==> src/rtl/alu_operand_seq.sv <==
// Registered A/B operand source for the ALU experiment: corner-case table
// driven by switch select, manual step, timed auto-step or an LFSR.
module alu_operand_seq #(
    parameter int          WIDTH     = 32,
    parameter int          AUTO_DIV  = 50_000_000,
    parameter logic [31:0] LFSR_SEED = 32'hACE1_2468
) (
    input  logic             clk,
    input  logic             rst_n,
    input  logic [1:0]       mode,
    input  logic [2:0]       sel_sw,
    input  logic             step_in,
    output logic [WIDTH-1:0] A,
    output logic [WIDTH-1:0] B,
    output logic [2:0]       idx,
    output logic             upd
);
    localparam int                 CNT_W    = $clog2(AUTO_DIV);
    localparam logic [CNT_W-1:0]   CNT_LAST = CNT_W'(AUTO_DIV - 1);
    localparam logic [31:0]        SEED     = (LFSR_SEED == 32'd0) ? 32'd1 : LFSR_SEED;
    localparam logic [31:0]        TAPS     = 32'h8020_0003;
    localparam logic [WIDTH-1:0]   MSB      = {1'b1, {(WIDTH-1){1'b0}}};
    localparam logic [WIDTH-1:0]   MAXP     = ~MSB;
    localparam logic [WIDTH-1:0]   ONES     = '1;
    localparam logic [31:0]        K1B      = 32'h0000_0607;
    localparam logic [31:0]        K7A      = 32'h1234_5678;
    localparam logic [31:0]        K7B      = 32'h3333_2222;

    typedef enum logic [1:0] {
        MODE_DIRECT = 2'b00,
        MODE_STEP   = 2'b01,
        MODE_AUTO   = 2'b10,
        MODE_RANDOM = 2'b11
    } mode_e;

    function automatic logic [WIDTH-1:0] tab_a(input logic [2:0] i);
        case (i)
            3'd0:    tab_a = '0;
            3'd1:    tab_a = WIDTH'(3);
            3'd2:    tab_a = MSB;
            3'd3:    tab_a = MAXP;
            3'd4:    tab_a = ONES;
            3'd5:    tab_a = MSB;
            3'd6:    tab_a = ONES;
            default: tab_a = K7A[WIDTH-1:0];
        endcase
    endfunction

    function automatic logic [WIDTH-1:0] tab_b(input logic [2:0] i);
        case (i)
            3'd0:    tab_b = '0;
            3'd1:    tab_b = K1B[WIDTH-1:0];
            3'd2:    tab_b = MSB;
            3'd3:    tab_b = MAXP;
            3'd4:    tab_b = ONES;
            3'd5:    tab_b = ONES;
            3'd6:    tab_b = MSB;
            default: tab_b = K7B[WIDTH-1:0];
        endcase
    endfunction

    function automatic logic [31:0] lfsr_next(input logic [31:0] s);
        lfsr_next = s[0] ? ((s >> 1) ^ TAPS) : (s >> 1);
    endfunction

    logic [WIDTH-1:0] a_q, a_d, b_q, b_d;
    logic [2:0]       idx_q, idx_d, nxt_idx;
    logic             upd_q, upd_d, step_prev_q, step_prev_d;
    logic [CNT_W-1:0] cnt_q, cnt_d;
    logic [31:0]      lfsr_q, lfsr_d, lfsr_s1, lfsr_s2;
    logic             step_rise, load;

    assign step_rise = step_in & ~step_prev_q;

    always_comb begin
        a_d         = a_q;
        b_d         = b_q;
        idx_d       = idx_q;
        lfsr_d      = lfsr_q;
        upd_d       = 1'b0;
        step_prev_d = step_in;
        // cnt only survives while staying in AUTO, so any mode change clears it
        cnt_d       = '0;
        nxt_idx     = idx_q + 3'd1;
        load        = 1'b0;
        lfsr_s1     = lfsr_next(lfsr_q);
        lfsr_s2     = lfsr_next(lfsr_s1);
        case (mode_e'(mode))
            MODE_DIRECT: begin
                nxt_idx = sel_sw;
                load    = (sel_sw != idx_q);
            end
            MODE_STEP: begin
                load = step_rise;
            end
            MODE_AUTO: begin
                if (cnt_q == CNT_LAST) begin
                    load = 1'b1;
                end else begin
                    cnt_d = cnt_q + CNT_W'(1);
                end
            end
            default: begin
                if (step_rise) begin
                    lfsr_d = lfsr_s2;
                    a_d    = lfsr_s1[WIDTH-1:0];
                    b_d    = lfsr_s2[WIDTH-1:0];
                    upd_d  = 1'b1;
                end
            end
        endcase
        if (load) begin
            idx_d = nxt_idx;
            a_d   = tab_a(nxt_idx);
            b_d   = tab_b(nxt_idx);
            upd_d = 1'b1;
        end
    end

    always_ff @(posedge clk or negedge rst_n) begin
        if (!rst_n) begin
            a_q         <= '0;
            b_q         <= '0;
            idx_q       <= 3'd0;
            upd_q       <= 1'b0;
            cnt_q       <= '0;
            step_prev_q <= 1'b0;
            lfsr_q      <= SEED;
        end else begin
            a_q         <= a_d;
            b_q         <= b_d;
            idx_q       <= idx_d;
            upd_q       <= upd_d;
            cnt_q       <= cnt_d;
            step_prev_q <= step_prev_d;
            lfsr_q      <= lfsr_d;
        end
    end

    assign A   = a_q;
    assign B   = b_q;
    assign idx = idx_q;
    assign upd = upd_q;
endmodule
==> config.mk <==
export PLATFORM = sky130hd
export DESIGN_NAME = alu_operand_seq
export DESIGN_NICKNAME = d
export VERILOG_FILES = /design/src/rtl/alu_operand_seq.sv
export SDC_FILE = /design/constraint.sdc
export NUM_CORES = 1
export LEC_CHECK = 0
export ABC_AREA = 1
export BUFFER_PORTS_ARGS = -buffer_cell sky130_fd_sc_hd__buf_2
export CAP_MARGIN = 40
export CORE_AREA = 8 8 154 156
export DETAILED_ROUTE_END_ITERATION = 6
export DIE_AREA = 0 0 162 164
export PLACE_DENSITY = 0.5
export SLEW_MARGIN = 20
export SYNTH_ARGS = -nofsm -noshare
export SYNTH_HDL_FRONTEND = slang
export SYNTH_SLANG_ARGS = --single-unit
==> constraint.sdc <==
create_clock -name clk -period 4.52 [get_ports clk]
set_input_delay 0.452 -clock clk [delete_from_list [all_inputs] [get_ports clk]]
set_output_delay 0.452 -clock clk [all_outputs]
set_load 0.005 [all_outputs]
After elaboration in Yosys (flattened, before gate mapping)
Cells that the tools add are included.
{"block": "word_totals", "input_bits": 8, "elab_cells": 53, "output_inout_bits": 68, "ff_bits": 127}
{"block": "classes", "bitwise": 5, "addsub": 2, "mux": 18, "n_eq_ne": 11, "n_reduce_logical": 10}
{"operator": "case mux 32 bit (5 select lines)", "n": 2}
{"operator": "two-way mux 32 bit", "n": 8}
{"operator": "two-way mux 26 bit", "n": 2}
{"operator": "adder 26 x 1 -> 26 bit, second input constant", "n": 1}
{"operator": "equality test 26 bit, second input constant", "n": 1}
{"operator": "equality test 3 bit, second input constant", "n": 3}
{"operator": "NOT 3 -> 4 bit", "n": 2}
{"operator": "OR reduction 2 bit", "n": 4}
{"operator": "equality test 3 x 2 -> 1 bit, second input constant", "n": 2}
{"operator": "two-way mux 1 bit", "n": 4}
{"operator": "AND reduction 2 bit", "n": 2}
{"operator": "adder 3 x 1 -> 3 bit, second input constant", "n": 1}
{"operator": "equality test 3 x 1 -> 1 bit, second input constant", "n": 1}
{"operator": "zero test 3 bit", "n": 1}
{"operator": "two-way mux 3 bit", "n": 1}
{"operator": "inequality test 3 bit", "n": 1}
{"operator": "case mux 1 bit (3 select lines)", "n": 1}
{"operator": "OR reduction 3 bit", "n": 1}
{"operator": "equality test 2 x 1 -> 1 bit, second input constant", "n": 1}
{"operator": "equality test 2 bit, second input constant", "n": 1}
{"operator": "zero test 2 bit", "n": 1}
{"operator": "inequality test 2 x 1 -> 1 bit, second input constant", "n": 1}
{"operator": "NOT 1 bit", "n": 2}
{"operator": "nonzero test 2 bit", "n": 1}
{"operator": "bitwise AND 1 bit", "n": 1}

Longest topological paths before layout
Gate-level depths: netlist of run 1.
{"block": "logic_depth", "ltp_word": 7, "mapped_depth": 13, "ltp_nobuf": 12}

Worst setup path after synthesis of run 1
Ideal clock, no wire load.
{"block": "synth_path", "path_kind": "flip-flop to flip-flop", "start": "register cnt_q[0]", "end": "register a_q[0], in the netlist A[0]", "setup_slack_ps": 2792, "path_buffers": 1, "arrival_ps": 1611, "stages_incl_launch_ff": 14, "required_time_ps": 4403, "cell_sequence": "dfrtp_1 > ha_1 > nand2_1 > nor2_4 > nand2_1 > nor2_2 > nand3_2 > nand2_4 > nand2_4 > nand2_4 > inv_4 > buf_6 > nand2_1 > nand2_1"}
{"block": "synth_via", "elab_chain_cells": 5, "elab_cells_between_ends": 7}
{"element": "start, declared", "line_no": "69", "source": "logic [CNT_W-1:0] cnt_q, cnt_d;"}
{"element": "start signal, assigned", "line_no": "134", "source": "cnt_q <= cnt_d;"}
{"element": "equality test 26 bit (*)", "line_no": "97", "source": "if (cnt_q == CNT_LAST) begin"}
{"element": "two-way mux 1 bit (*)", "line_no": "97"}
{"element": "case mux 1 bit (3 select lines) (*)", "line_no": "88", "source": "case (mode_e'(mode))"}
{"element": "inequality test 2 x 1 -> 1 bit (no source line) or nonzero test 2 bit (tied branches)"}
{"element": "AND reduction 2 bit (no source line)"}
{"element": "end signal, assigned", "line_no": "122", "source": "a_q <= '0;"}
{"element": "end signal, assigned", "line_no": "130", "source": "a_q <= a_d;"}
{"element": "end, declared", "line_no": "66", "source": "logic [WIDTH-1:0] a_q, a_d, b_q, b_d;"}
Every way passes the cells marked *; elsewhere a longest branch is shown, timed or not.
A chain may end at the register's enable or synchronous reset.

Worst setup path after layout of run 1
{"block": "layout_path", "start": "register cnt_q[1]", "end": "register b_q[8], in the netlist B[8]"}
{"block": "layout_via", "elab_chain_cells": 5, "elab_cells_between_ends": 7}
{"element": "equality test 26 bit (*)", "line_no": "97"}
{"element": "two-way mux 1 bit (*)", "line_no": "97"}
{"element": "case mux 1 bit (3 select lines) (*)", "line_no": "88"}
{"element": "inequality test 2 x 1 -> 1 bit (no source line) or nonzero test 2 bit (tied branches)"}
{"element": "AND reduction 2 bit (no source line)"}
{"element": "end signal, assigned", "line_no": "123", "source": "b_q <= '0;"}
{"element": "end signal, assigned", "line_no": "131", "source": "b_q <= b_d;"}
{"element": "end, declared", "line_no": "66"}
Marks and branches as above.

==> summary.md, run 1 <==
| Metric | Value |
|---|---|
| Status | completed |
| HP Start | step_in |
| Clk_skew | between 0.009 and 0.01 ns |
| Flop pwr share | between 40% and 50% |
| Net count, final | 890 |
| Pint | roughly 2.8 mW |
| Post-synthesis sequential area ratio | between 50% and 60% |
| DRC | 0 |
| CP max FO | 51 |
| Final min period | between 2 and 3 ns |
| CTS tree | yes |
| Total clock sinks | about 130 |
| Diodes inserted | 0 |
| Root buf cell | clkbuf_16 |
| Clk pwr share | about a third |
| Worst r2r src | cnt_q[1] |
| Count of different cell masters after synthesis | 32 |
| Total CTS buffers | 17 |
| Sw Ratio | ~34% |
| Maximum VDD drop | 0.311 mV |
| Num ports | 76 |
| DR vias/cell | about 4.4 |
| Largest net degree at the start of global routing | 52 |
| Vias in the first global route | roughly 5.3k |
| Via Count | just over 5k |
| CP Data Arrival Time | 2.86 ns |
| Crit path kind | flip-flop to flip-flop |
| Initial DRC Count | 340 |
| Syn Nets | 819 |
| Period utilization | a little under three fifths |
| RSZ-0062 raised after global routing | false |
| Nature of the critical path endpoint | flip-flop |
| Routed wire per std cell | ~15 um |
| Final hold viol count | 0 |
| Die Span Y | between 150 and 200 um |
| Area occupied by multi-input gates | 2590 um2 |
| Setup TNS | 0 ns |
| Max-slew violation count | 0 |
| Sw Pwr | around 1.5 mW |
| Setup WS pre-CTS | 1.91 ns |
| Most common cell after layout, fill and taps aside | nand2_1 |
| Final antenna-violating net count | 0 |
| Total grt overflow | 0 |
| Reg clk slew, reported paths | 0.06 ns |
| DIE WIDTH | about 160 um |
| Gate power share | a little over a quarter |
| Core area | about 21,000 um2 |
| Post-layout power | ~4.3 mW |
| Routed wire length | about 17,000 um |
| Initial core utilization | between 20 and 30% |
| M3 GR Usage | ~2.6% |
| Commonest non-fill, non-tap cells in the layout | nand2_1 (345), dfrtp_1 (114), inv_1 (77), buf_2 (74), nor2_1 (63) |
| CP required | 4.83 ns |
| PortBufs | between 70 and 80 |
| Power per cell area | 572 nW/um2 |
| Maxcap violations | 0 |
| Slack of the critical path | approximately 2 ns |
| Design area | around 7500 um2 |
| Max frequency | just under 0.4 GHz |
| Pre-antenna DRT Iters | 5 |
| Initial antenna violation count | 0 |
| Max Buffers Root-to-Sink | 2 |
| Max_slew headroom | between 50% and 60% |
| Grt met1 use | approximately 18% |
| First-pass GRT wire length | between 20,000 and 30,000 um |
| Synth Cell Area | 6270 um2 |
| Syn-to-layout area delta | 19.4% |
| Synth Register Bits | about 130 |
| Final setup fails | 0 |
| H-tree depth | 4 |
| Die area | ~27,000 um2 |
| Grt met2 use | approximately 22% |
| Post-CTS repair timing setup buffer count | 0 |
| Layout cell share with drive strength beyond 1 | between 15 and 20% |
| Final GP Congestion | between 0.8 and 0.9 |
| Origin of the worst setup path | cnt_q[1] |
| DPL Wire Length | 12,300 um |
| DP Area | 6890 um2 |
| Synth warnings | 0 |
| Fillers | 2,290 |
| Mean post-synth cell area | slightly below 8 um2 |
| Worst-Margin Slew | 0.676 ns |
| Register area | about 3200 um2 |
| Worst Hold Class | input pin to flip-flop |
| Row count | 54 |
| Layer with the highest usage | met2 |
| Worst skew pair latency | 0.42 ns |
| WHS | 0.154 ns |
| CP startpoint kind | flip-flop |
| Gr usage total | between 10% and 20% |
| Synth Instances | a little over 800 |
| Leakage power | 3.97 nW |
## final cells by class
class	count	share of cell area [%]
clock inverters	14	2.09
repair buffers	83	6.14
well taps	280	4.67
inverters	79	3.99
flip-flops and latches	127	42.6
clock buffers	18	5.86
multi-input cells	572	34.6
## registers in the layout (all words and copies together) (netlist names)
register     count
A               32
B               32
lfsr_q          32
cnt_q           26
idx              3
step_prev_q      1
upd              1
## critical path, cell delays in order, from the launching register on
cell	delay, ns
dfrtp_1	0.39
ha_1	0.20
nand2_1	0.11
nor2_4	0.13
nand2_1	0.09
nor2_2	0.14
nand3_2	0.11
nand2_4	0.12
nand2_4	0.18
nand2_4	0.41
inv_4	0.31
nand2_1	0.15
nand2_1	0.06
## logic make-up after synthesis
group / synth area share, %
AOI/OAI and AO/OA: 4.83
xor gates and xnor gates: 1.95
adders and majority gates: 0.399
buffers and inverters: 7.74
DFF: 50.9
and+or+nand+nor: 34.2
## path summary, 6_finish.rpt
path | to | slack [ns] | depth (start not counted)
min reg2reg | A[4] | 0.46 | 2
min in group asynchronous | cnt_q[19] | 0.52 | 2
max | B[8] | 1.96 | 12
max reg2reg | B[8] | 1.96 | 12
max in group asynchronous | A[11] | 2.96 | 4
min | step_prev_q | 0.15 | 1
## synth_stat cells
library cell / n / area share [%]
a211oi_1: 1 / 0.12
a21o_1: 2 / 0.24
a21oi_1: 14 / 1.1
a31oi_1: 1 / 0.10
buf_2: 14 / 1.1
buf_4: 4 / 0.48
buf_6: 5 / 0.90
clkbuf_1: 8 / 0.48
dfrtp_1: 114 / 45
dfstp_2: 13 / 5.4
ha_1: 2 / 0.40
inv_1: 77 / 4.6
inv_2: 1 / 0.060
inv_4: 1 / 0.10
nand2_1: 345 / 21
nand2_2: 2 / 0.20
nand2_4: 3 / 0.54
nand3_1: 24 / 1.9
nand3_2: 5 / 0.80
nand3b_1: 12 / 1.4
nand4_1: 33 / 3.3
nor2_1: 63 / 3.8
nor2_2: 3 / 0.30
nor2_4: 3 / 0.54
nor3_1: 8 / 0.64
nor3b_1: 1 / 0.12
o21a_1: 4 / 0.48
o21ai_0: 29 / 2.3
o21ai_2: 2 / 0.28
o221a_2: 1 / 0.18
xnor2_1: 9 / 1.3
xor2_1: 5 / 0.70
## metrics by stage
step / utilization [%] / std cells
after floorplan: - / 809
after global placement: 32.1 / 1137
after detailed placement: 32.3 / 1140
after CTS: 35.1 / 1173
after global routing: 35.1 / 1173
final: 35.1 / 1173
## power groups by stage
stage / combinational (mW) / sequential [mW] / clock (mW)
after floorplan: 0.692 / 1.73 / 0
after global placement: 1.16 / 1.78 / 0
after detailed placement: 1.18 / 1.78 / 0
after CTS: 1.19 / 1.76 / 1.42
after global routing: 1.34 / 1.80 / 1.47
final: 1.15 / 1.75 / 1.38
## timing repair
action	4_1_cts	5_1_grt
hold endpoints to repair	23	0
gates resized for setup	0	0
hold buffers	1	0
## routing by layer
| metal | up-vias | part of all wire (%) |
|---|---|---|
| li1 | 2674 | - |
| met2 | 68 | 47 |
| met1 | 2386 | 49 |
| met3 | 15 | 2.3 |
| met5 | - | 0 |
| met4 | 0 | 1.5 |
Power figures use the tool's default switching activity.
==> run 2: changes to the inputs <==
--- a/config.mk
+++ b/config.mk
@@ -5,13 +5,13 @@
 export SDC_FILE = /design/constraint.sdc
 export NUM_CORES = 1
 export LEC_CHECK = 0
-export ABC_AREA = 1
+export ABC_AREA = 0
 export BUFFER_PORTS_ARGS = -buffer_cell sky130_fd_sc_hd__buf_2
 export CAP_MARGIN = 40
-export CORE_AREA = 8 8 154 156
+export CORE_AREA = 8 8 146 148
 export DETAILED_ROUTE_END_ITERATION = 6
-export DIE_AREA = 0 0 162 164
-export PLACE_DENSITY = 0.5
+export DIE_AREA = 0 0 154 156
+export PLACE_DENSITY = 0.52
 export SLEW_MARGIN = 20
 export SYNTH_ARGS = -nofsm -noshare
 export SYNTH_HDL_FRONTEND = slang
==> constraint.sdc (replaced) <==
create_clock -name clk -period 2.1 [get_ports clk]
set_input_delay 0.21 -clock clk [delete_from_list [all_inputs] [get_ports clk]]
set_output_delay 0.21 -clock clk [all_outputs]
set_load 0.005 [all_outputs]
==> summary.md, run 2 <==
| Metric | Value |
|---|---|
| Synth warnings | 0 |
| Critical R2R Capture | B[26] |
| Clk_skew | between 0.01 and 0.015 ns |
| Max_slew headroom | between 60% and 70% |
| Post-synth EDFFs | 0 |
| Post-synth top area share | a little over 50% |
| WHS Endpoint | cnt_q[1] |
| Final hold viol count | 0 |
| CTS tree | yes |
| Max-slew violation count | 0 |
| Net count, final | ~710 |
| Routed wire length | around 17,000 um |
| Worst-Margin Slew | between 0.5 and 0.6 ns |
| Synth Instances | 562 |
| Worst Hold Class | input pin to flip-flop |
| DRC | 0 |
| Post-synthesis sequential area ratio | a little under three fifths |
| Synth Flop Type | dfrtp_1 |
| Leakage power | approximately 3.5 nW |
| Pint | a little under 7 mW |
| RSZ-0062 raised after global routing | true |
| Gate power share | about a third |
| Commonest non-fill, non-tap cells in the layout | dfrtp_1 (114), nand2_1 (112), nor2_1 (75), buf_2 (75), buf_4 (61) |
| Failing checks | setup timing |
| Synth top cells by count | nand2_1 (122), dfrtp_1 (114), nor2_1 (76) |
| Worst skew pair latency | around 0.42 ns |
| Row count | approximately 50 |
| Layout Utilization | about two fifths |
| Clk pwr share | 29.4% |
| Gr usage total | ~14% |
| First-pass GRT wire length | roughly 27,000 um |
| Synth Register Bits | 127 |
| HP Start | mode[0] |
| Initial DRC Count | ~230 |
| Largest net degree at the start of global routing | 55 |
| Nature of the critical path endpoint | flip-flop |
| DPL Wire Length | 11,900 um |
| Total CTS buffers | 17 |
| Total clock sinks | between 100 and 150 |
| R2R cell count | 7 |
| Syn-to-layout area delta | 36.7% |
| Post-Layout Cell Count | between 900 and 1k |
| Sw Pwr | 3.39 mW |
| Reg clk slew, reported paths | 0.06 ns |
| Final setup fails | 48 |
| DIE WIDTH | roughly 150 um |
| Num ports | 76 |
| Synth Cell Area | about 5600 um2 |
| Core area | 19,100 um2 |
| Count of different cell masters after synthesis | 55 |
| Worst r2r src | cnt_q[18] |
| Origin of the worst setup path | cnt_q[18] |
| Routed wire per std cell | around 18 um |
| FFs w/ async S/R, synth | 100% |
| Diodes inserted | 0 |
| Cells after DPL | approximately 910 |
| Pre-antenna DRT Iters | 6 |
| WHS Path Cells | 3 |
| Most common cell in the netlist | nand2_1 |
| Slack of the critical path | -0.119 ns |
| Final min period | between 2 and 2.5 ns |
| Mean post-synth cell area | around 10 um2 |
| PortBufs | 75 |
| Final antenna-violating net count | 0 |
| Most common cell after layout, fill and taps aside | dfrtp_1 |
| R2R Setup Slk | -0.12 ns |
| Period utilization | 106% |
| Die area | 24,000 um2 |
| Layout cell share with drive strength beyond 1 | approximately 35% |
| Vias in the first global route | around 4.9k |
| Largest area contributor in the netlist | dfrtp_1 |
| Power per cell area | between 1000 and 1500 nW/um2 |
| Total grt overflow | 0 |
| H-tree depth | 4 |
| Max frequency | around 0.45 GHz |
| Status | complete, but fails checks |
| Flop pwr share | 37.9% |
| Root buf cell | clkbuf_16 |
| Initial antenna violation count | 0 |
| Top area cells in the synthesized netlist | dfrtp_1 (51%), nand2_1 (8.1%), dfstp_2 (6.1%) |
| CP required | roughly 2.4 ns |
| Maximum VDD drop | about 0.74 mV |
| Syn Nets | ~570 |
| Post-layout power | around 10 mW |
| CP max FO | 6 |
| Setup TNS | -2.81 ns |
| Final GP Congestion | 0.843 |
| CP startpoint kind | flip-flop |
| DR vias/cell | a little under 5 |
| Die Span Y | between 150 and 200 um |
| Initial core utilization | 29.5% |
| Max Buffers Root-to-Sink | 2 |
| Sw Ratio | between 30% and 40% |
| Via Count | ~4.7k |
| Maxcap violations | 0 |
| CP Data Arrival Time | between 2 and 3 ns |
| Crit path kind | flip-flop to flip-flop |
## run 2: cell count changes in the layout (fill, tap and decap cells not counted), moves of 9 or more
| cell | before | now |
|---|---|---|
| nand3b_1 | 12 | 1 |
| o21ai_0 | 29 | 6 |
| nand4_1 | 33 | 11 |
| buf_4 | 5 | 61 |
| o221a_2 | 1 | 12 |
| inv_1 | 77 | 5 |
| a221oi_1 | 0 | 9 |
| xor2_1 | 5 | 16 |
| nand2_1 | 345 | 112 |
| xnor2_1 | 9 | 21 |
| nor2_1 | 63 | 75 |
## run 2: worst max-delay path, cell delays in order (launching register included)
cell	delay [ns]
dfrtp_1	0.38
nor4bb_2	0.30
nand3_1	0.13
or4b_4	0.59
and2_4	0.22
o31ai_4	0.23
buf_4	0.20
a21oi_1	0.07
## run 2: power by group through the flow
stage	Sequential [mW]	Combinational, mW	Clock, mW
floorplan	3.79	1.54	0
global placement	3.89	3.12	0
detailed placement	3.88	3.19	0
CTS	3.87	3.32	3.05
global route	3.97	3.68	3.15
finish	3.87	3.35	3.00
## run 2: cell families after synthesis
logic type | Yosys count | share of synthesized area, %
AO/OA/AOI/OAI | 86 | 11.8
multiplexers | 6 | 1.14
buffers and inverters | 40 | 3.29
XOR/XNOR | 37 | 5.77
flip-flops | 127 | 56.8
adder cells (fa/ha/maj) | 2 | 0.445
AND/OR/NAND/NOR | 264 | 20.7
## run 2: cell type report
| type | instances | area (um2) |
|---|---|---|
| inverters | 6 | 22.5 |
| clock buffers | 22 | 454 |
| clock inverters | 10 | 139 |
| fillers | 1854 | 11400 |
| flip-flops and latches | 127 | 3190 |
| multi-input cells | 395 | 2400 |
| well taps | 238 | 298 |
| repair buffers | 156 | 1180 |
## run 2: stage by stage
stage | setup slack, ns | hold WS, ns | cell area (um2)
2_1_floorplan | -0.129 | -0.0856 | 5650
3_3_place_gp | -0.202 | 0.193 | 6770
3_5_place_dp | -0.244 | 0.204 | 6770
4_1_cts | -0.142 | 0.208 | 7510
5_1_grt | -0.213 | 0.264 | 7680
6_report | -0.119 | 0.250 | 7680
## run 2: how the worst max path moves through the flow
stage / to / slack (ns)
after global routing: B[4] / -0.21
after global placement: B[15] / -0.20
final: B[26] / -0.12
after floorplan: B[11] / -0.13
after detailed placement: B[7] / -0.24
after CTS: B[26] / -0.14
## run 2: routing by layer
layer	up-vias	track usage, %	wire, um
li1	2231	-	-
met1	2365	18.4	7820
met2	102	23.8	8440
met3	19	3.38	709
met4	0	5.23	247
met5	-	0	0
## run 2: timing repair
action | 4_1_cts | 5_1_grt
hold endpoints to repair | 28 | 0
setup endpoints to repair | 67 | 67
hold buffers | 2 | 0
gates resized for setup | 21 | 14
pin swaps | 1 | 5
setup buffers | 1 | 5
cloned | 1 | 4
==> run 3: changes to the inputs <==
==> constraint.sdc (replaced) <==
create_clock -name clk -period 2.1 [get_ports clk]
set_input_delay 0.315 -clock clk [delete_from_list [all_inputs] [get_ports clk]]
set_output_delay 0.315 -clock clk [all_outputs]
set_load 0.005 [all_outputs]
==> summary.md, run 3 (synthesis gave the netlist of run 2 again) <==
| Metric | Value |
|---|---|
| Die Span Y | 156 um |
| Worst Hold Class | input pin to asynchronous set/reset pin |
| Initial core utilization | slightly below 30% |
| Commonest non-fill, non-tap cells in the layout | dfrtp_1 (114), nand2_1 (113), nor2_1 (74), buf_2 (74), buf_4 (66) |
| Die area | approximately 24,000 um2 |
| CP startpoint kind | flip-flop |
| RSZ-0062 raised after global routing | true |
| Final min period | 2.16 ns |
| PortBufs | 75 |
| Total grt overflow | 0 |
| Final hold viol count | 0 |
| Max_slew headroom | roughly 63% |
| Nature of the critical path endpoint | flip-flop |
| Syn-to-layout area delta | 37.2% |
| Maximum VDD drop | 0.726 mV |
| Clk_skew | between 0.015 and 0.02 ns |
| Diodes inserted | 0 |
| CP Buf/Inv Count | 1 |
| Worst skew pair latency | 0.43 ns |
| DPL Wire Length | around 12,000 um |
| Row count | about 50 |
| Total CTS buffers | 17 |
| Maxcap violations | 0 |
| DR vias/cell | 5.02 |
| Cell family with most CP delay | simple AND/OR/NAND/NOR gates |
| WHS | 0.303 ns |
| DIE WIDTH | between 150 and 200 um |
| Layout cell share with drive strength beyond 1 | a little over a third |
| Routed wire length | around 17,000 um |
| Status | complete, but fails checks |
| Initial antenna violation count | 0 |
| Leakage power | ~3.5 nW |
| Most common cell after layout, fill and taps aside | dfrtp_1 |
| Initial DRC Count | between 200 and 300 |
| Worst-Margin Slew | 0.549 ns |
| DRC | 0 |
| Crit path kind | flip-flop to flip-flop |
| Net count, final | 717 |
| CP Data Arrival Time | 2.47 ns |
| Root buf cell | clkbuf_16 |
| H-tree depth | 4 |
| Largest net degree at the start of global routing | 81 |
| Period utilization | 103% |
| Routed wire per std cell | 17.9 um |
| Worst-path cell chain | nor4bb_1 -> nand3_1 -> or4b_4 -> and2_4 -> o31ai_4 -> buf_12 -> a21oi_1 |
| Total clock sinks | about 130 |
| Power per cell area | about 1300 nW/um2 |
| Failing checks | setup timing |
| Reg clk slew, reported paths | approximately 0.06 ns |
| CTS tree | yes |
| Slack of the critical path | -0.0648 ns |
| Core area | 19,100 um2 |
| Gr usage total | between 10% and 20% |
| Highest cell delay on the worst timing path | roughly 0.57 ns |
| Final GP Congestion | ~0.84 |
| Num ports | 76 |
| Vias in the first global route | a little under 5k |
| Max-slew violation count | 0 |
| CP max FO | 13 |
| Final setup fails | 34 |
| Max frequency | approximately 0.46 GHz |
| Final antenna-violating net count | 0 |
| CP required | about 2.4 ns |
| Via Count | slightly below 5k |
| First-pass GRT wire length | ~27,000 um |
| Max Buffers Root-to-Sink | 2 |
| Pre-antenna DRT Iters | 5 |
| Slowest CP cell | or4b_4 |
| Post-layout power | slightly above 10 mW |
-- run 3: report_power, final --
part           internal [mW]  switching (mW)
Sequential              3.27           0.612
Combinational           1.69            1.69
Clock                   1.80            1.15
-- run 3: timing repair --
item,in CTS,in global routing
gates cloned,0,3
buffers inserted,1,6
hold buffers,1,1
gates resized for setup,8,24
endpoints found under the setup margin,67,75
pin swaps,1,6
endpoints found under the hold margin,11,1
-- run 3: layer usage --
layer / routed length [um] / up-vias / track usage, % / part of all wire [%]
met2: 8340 / 125 / 23.3 / 49
met4: 325 / 0 / 6.02 / 1.9
met1: 7760 / 2426 / 18.0 / 45
met5: 0 / - / 0 / 0
li1: - / 2239 / - / -
met3: 762 / 18 / 3.96 / 4.4
-- run 3: layout make-up --
cell class	instances	area (um2)
timing repair buffer	160	1210
multi-input combinational	395	2390
clock buffer	23	498
sequential	127	3190
fill	1859	11400
tap	238	298
clock inverter	9	97.6
inverter	6	22.5
-- run 3: worst paths after layout --
check / to / start / slack [ns] / cells past startpoint
min in group clk: cnt_q[1] / mode[0] / 0.32 / 3
worst max register to register: B[26] / cnt_q[24] / -0.06 / 7
worst min register to register: lfsr_q[26] / lfsr_q[26] / 0.47 / 2
max in group asynchronous: lfsr_q[5] / rst_n / 1.04 / 3
worst max-delay path: B[26] / cnt_q[24] / -0.06 / 7
worst min-delay path: cnt_q[4] / rst_n / 0.30 / 2
-- run 3: metrics by stage --
stage / cell area, um2 / setup slack [ns] / cells / setup TNS (ns) / util (%)
final: 7710 / -0.0648 / 958 / -1.17 / 40.4
after global routing: 7710 / -0.184 / 958 / -8.19 / 40.4
after CTS: 7470 / -0.0641 / 948 / -1.42 / 39.1
after detailed placement: 6820 / -0.259 / 914 / -6.74 / 35.8
after global placement: 6820 / -0.296 / 914 / -8.62 / 35.8
after floorplan: 5650 / -0.129 / 562 / -3.14 / -
-- run 3: worst register-to-register path, cell delays in order, from the launching register on --
cell      delay, ns
dfrtp_1        0.37
nor4bb_1       0.28
nand3_1        0.13
or4b_4         0.58
and2_4         0.22
o31ai_4        0.21
buf_12         0.18
a21oi_1        0.08
